`src/rtl/adder_share_arb.sv`:
```
// rtl/adder_share_arb.sv - one registered a+b+c adder shared by num_req_p requesters via round-robin grant.
// Define ADDER_SHARE_ARB_FIXED_PRIO_EN for fixed lowest-index priority (no pointer register).
module adder_share_arb #(
    parameter int width_p   = 4,
    parameter int num_req_p = 4,
    localparam int id_width_lp = $clog2(num_req_p)
) (
    input  logic                           clk_i,
    input  logic                           reset_i,
    input  logic [num_req_p-1:0]           req_v_i,
    input  logic [num_req_p*width_p-1:0]   req_a_i,
    input  logic [num_req_p*width_p-1:0]   req_b_i,
    input  logic [num_req_p*width_p-1:0]   req_c_i,
    output logic [num_req_p-1:0]           req_ready_o,
    output logic                           v_o,
    output logic [width_p+1:0]             sum_o,
    output logic [id_width_lp-1:0]         id_o,
    input  logic                           ready_i
);

    typedef enum logic {EMPTY, FULL} state_e;

    state_e                   state_q;
    logic [width_p+1:0]       sum_q;
    logic [id_width_lp-1:0]   id_q;

    logic                     can_accept;
    logic                     found;
    logic                     grant_v;
    logic [id_width_lp-1:0]   gnt_id;
    logic [num_req_p-1:0]     gnt_vec;
    logic [width_p+1:0]       sum_d;

`ifndef ADDER_SHARE_ARB_FIXED_PRIO_EN
    logic [id_width_lp-1:0]   ptr_q;
    logic [id_width_lp-1:0]   ptr_d;
`endif

    assign v_o        = (state_q == FULL);
    assign sum_o      = sum_q;
    assign id_o       = id_q;
    assign can_accept = (state_q == EMPTY) | (ready_i & v_o);

    // Scan requesters starting at the priority pointer, wrapping past the last index.
    always_comb begin
        found   = 1'b0;
        gnt_id  = '0;
        gnt_vec = '0;
        for (int i = 0; i < num_req_p; i++) begin
            int idx;
`ifdef ADDER_SHARE_ARB_FIXED_PRIO_EN
            idx = i;
`else
            idx = int'(ptr_q) + i;
            if (idx >= num_req_p) begin
                idx = idx - num_req_p;
            end
`endif
            if (!found && req_v_i[idx]) begin
                found        = 1'b1;
                gnt_id       = id_width_lp'(idx);
                gnt_vec[idx] = can_accept;
            end
        end
        grant_v = found & can_accept;
    end

    assign req_ready_o = gnt_vec;

    assign sum_d = (width_p+2)'(req_a_i[int'(gnt_id)*width_p +: width_p])
                 + (width_p+2)'(req_b_i[int'(gnt_id)*width_p +: width_p])
                 + (width_p+2)'(req_c_i[int'(gnt_id)*width_p +: width_p]);

`ifndef ADDER_SHARE_ARB_FIXED_PRIO_EN
    assign ptr_d = (gnt_id == id_width_lp'(num_req_p - 1)) ? '0 : gnt_id + 1'b1;
`endif

    always_ff @(posedge clk_i or posedge reset_i) begin
        if (reset_i) begin
            state_q <= EMPTY;
            sum_q   <= '0;
            id_q    <= '0;
`ifndef ADDER_SHARE_ARB_FIXED_PRIO_EN
            ptr_q   <= '0;
`endif
        end else if (grant_v) begin
            sum_q   <= sum_d;
            id_q    <= gnt_id;
            state_q <= FULL;
`ifndef ADDER_SHARE_ARB_FIXED_PRIO_EN
            ptr_q   <= ptr_d;
`endif
        end else if (can_accept) begin
            // Either already empty or drained this cycle with nothing to replace it.
            state_q <= EMPTY;
        end
    end

endmodule

```
`config.mk`:
```
export PLATFORM = sky130hd
export DESIGN_NAME = adder_share_arb
export DESIGN_NICKNAME = d
export VERILOG_FILES = /design/src/rtl/adder_share_arb.sv
export SDC_FILE = /design/constraint.sdc
export NUM_CORES = 1
export LEC_CHECK = 0
export CAP_MARGIN = 30
export CORE_UTILIZATION = 47
export CTS_BUF_LIST = sky130_fd_sc_hd__clkbuf_8
export CTS_CLUSTER_DIAMETER = 150
export CTS_CLUSTER_SIZE = 28
export DETAILED_ROUTE_END_ITERATION = 8
export MAX_ROUTING_LAYER = met4
export PLACE_DENSITY = 0.95
export SYNTH_ARGS = -nofsm -noshare
export SYNTH_HDL_FRONTEND = slang
export SYNTH_SLANG_ARGS = --single-unit
```
`constraint.sdc`:
```
create_clock -name clk_i -period 6.42 [get_ports clk_i]
set_input_delay 1.605 -clock clk_i [delete_from_list [all_inputs] [get_ports clk_i]]
set_output_delay 1.605 -clock clk_i [all_outputs]
set_load 0.02 [all_outputs]
```
==> flow_summary.json <==
{
  "status": "complete, no violations",
  "timing.final.setup_violations": 0,
  "setup_slack_ns": 0.659,
  "grt.total_usage": 0.227,
  "critPathCapture": "req_ready_o[0]",
  "grt_pass1_vias": 1427,
  "leakage_nw": 0.974,
  "area_growth_pct": 44.4,
  "dr.pass1.iters": 4,
  "cts_buffers": 3,
  "avgViaCountPerCell": 5.29,
  "relSlewSlack": 0.444,
  "period_share": 0.897,
  "grt_max_degree": 19,
  "power_density_nw_per_um2": 549,
  "setup_tns_ns": 0,
  "r2r_end": "sum_o[5]",
  "endpoint_kind": "primary output",
  "post_drt_wl_per_cell_um": 13.3,
  "vias": 1406,
  "hold_buffers": 0,
  "fill_cells": 255,
  "pre_cts_slack_ns": 0.691,
  "synth_adder_area_share": 0.153,
  "clock-sinks": 11,
  "start_util": 0.500,
  "slowest_stage": "clkdlybuf4s50_1",
  "reg2reg_slack_ns": 1.74,
  "gp_congestion": 0.868,
  "cp-start-kind": "primary input",
  "multi_input_area_um2": 1150,
  "drt-total-wl_um": 3530,
  "ys_types": 42,
  "hold_slack_ns": 0.476,
  "grt_pass1_wl_um": 5890,
  "dp.cells": 262,
  "synth.most_common_cell": "mux2i_1",
  "critPathMaxFanout": 11,
  "irDropWorstVdd_uv": 372,
  "synth_compound_area_frac": 0.175,
  "synth_mux_area_frac": 0.299,
  "post-route-util": 0.722,
  "rr_worst_depth": 16,
  "nets": 294,
  "final_area_um2": 2240,
  "cts_buffer_depth": 2,
  "ioPinCount": 68,
  "remaining_drc_errors": 0,
  "r2r_start": "ptr_q[0]",
  "crit_type": "in -> out",
  "grt-ovfl-total": 0,
  "seq_area_frac_synth": 0.177,
  "hold_viol_final": 0,
  "first_iter_violations": 85,
  "critPathLaunch": "req_v_i[1]",
  "ys.flop_type": "dfrtp_1",
  "grt_antenna_before_repair": 0,
  "clock.fmax_mhz": 174,
  "placed_area_um2": 2200,
  "cts-resized-gates": 0,
  "period_needed_ns": 5.76,
  "synthCells": 162,
  "coreArea_um2": 3100,
  "clk_latency_ns": 0.23,
  "synth_commonest_cells": "mux2i_1 (34), nand2_1 (12), o21ai_0 (12)",
  "ys_seq_elements": 11,
  "max_cap_viol_count": 0,
  "drive_above_1_share": 0.0946,
  "path_cells": "clkdlybuf4s50_1 > nor2b_1 > o21bai_1 > or2_2 > a21oi_1 > a221oi_1 > o22ai_1 > clkdlybuf4s50_1",
  "yosysWarnings": 0,
  "drv_slew": 0,
  "yosys.area.top_type": "mux2i_1",
  "avgSynthCellArea_um2": 9.58,
  "clockRootBuffer": "clkbuf_8",
  "syn_nets": 233,
  "postCtsSetupBuffers": 0,
  "worst-endpoint-arrival_ns": 4.16,
  "yosysTopAreaCellShare": 0.219,
  "dieArea_um2": 3530,
  "finalClockSkew_ns": 0.000338,
  "chipHeight_um": 59.5,
  "rows": 20,
  "worstPathRequired_ns": 4.82,
  "synth_xor_area_frac": 0.0169,
  "synthTopCellsByArea": "mux2i_1 (22%), dfrtp_1 (18%), ha_1 (8.9%)",
  "critPathMaxStageDelay_ns": 0.68,
  "synthSimpleGateAreaFrac": 0.0968,
  "synth_top_family_by_area": "multiplexers",
  "io_buffers": 67,
  "synth_enable_flop_cells": 0,
  "async_flop_share": 1.00,
  "ff_latch_area_um2": 275,
  "layoutNonFillerInstCount": 266,
  "cts_tree": "built",
  "rsz0062_at_grt": "false",
  "antenna_cells": 0,
  "hpwl_um": 2890,
  "worstMarginPinSlew_ns": 0.835,
  "critPathMostFrequentCell": "clkdlybuf4s50_1",
  "design_power_total_mw": 1.23,
  "die_x_um": 59.5,
  "clkTransAtPathRegs_ns": 0.05,
  "hold_path_class": "reg -> reg",
  "synthesis.area_um2": 1550,
  "htreeDepth": 1,
  "ant_nets": 0
}
==> cell usage in the layout, fill, tap and decap left out, types with 2 or more instances in the layout <==
cell and n:
nor4b_1 2, ha_1 11, nor2b_1 2, a221oi_1 4
o22ai_1 5, clkbuf_8 3, xor2_1 3, mux2_1 2
mux2i_1 34, o21ai_0 12, nand3_1 2, buf_4 2
clkdlybuf4s50_1 67, inv_1 7, nand2_1 12, dfrtp_1 11
nand2b_1 2, a21oi_1 4, mux2_2 7, nor3b_1 2
nor2_1 3, fa_1 5, inv_2 2
==> cells by family after synthesis <==
family          count (synthesis)
xor+xnor                        3
flops                          11
compound gates                 38
buf+inv                        21
simple gates                   29
fa+ha+maj                      16
mux                            44
==> sequential cells by signal (all words and copies together) (netlist names) <==
name   flops
id_o       2
v_o        1
sum_o      6
ptr_q      2
==> how the worst min path moves through the flow <==
stage,from,to,slack [ns],cells after the start
floorplan,id_o[1],id_o[1],0.59,2
global placement,sum_o[5],sum_o[5],0.46,2
detailed placement,sum_o[5],sum_o[5],0.47,2
CTS,sum_o[5],sum_o[5],0.48,2
global route,sum_o[2],sum_o[2],0.53,2
finish,sum_o[5],sum_o[5],0.48,2
==> layout make-up <==
| type | count | share of cell area |
|---|---|---|
| Timing Repair Buffer | 69 | 0.306 |
| Inverter | 8 | 0.0134 |
| Clock inverter | 1 | 0.00168 |
| Multi-Input combinational cell | 130 | 0.513 |
| Tap cell | 44 | 0.0246 |
| Sequential cell | 11 | 0.123 |
| Clock buffer | 3 | 0.0184 |
==> layer usage <==
| layer | up-vias | routed length [um] | global-route usage | part of all wire |
|---|---|---|---|---|
| met2 | 45 | 1970 | 0.445 | 0.56 |
| li1 | 709 | - | - | - |
| met3 | 2 | 170 | 0.0480 | 0.048 |
| met1 | 650 | 1360 | 0.220 | 0.39 |
| met5 | - | 0 | - | 0 |
| met4 | 0 | 27 | 0.0646 | 0.0077 |
==> worst max-delay path: cells and delay by family <==
family,cells,cell delay (ns)
AO/OA/AOI/OAI,4,0.79
buffers and inverters,2,1.31
AND/OR/NAND/NOR,2,0.44
==> where the power goes <==
part | switching [mW] | internal (mW) | leakage [nW] | total (mW)
logic | 0.514 | 0.500 | 0.817 | 1.01
clock network | 0.0256 | 0.0419 | 0.0269 | 0.0675
registers | 0.0419 | 0.106 | 0.130 | 0.148
total | 0.582 | 0.648 | 0.974 | 1.23
(Power assumes the default switching activity.)
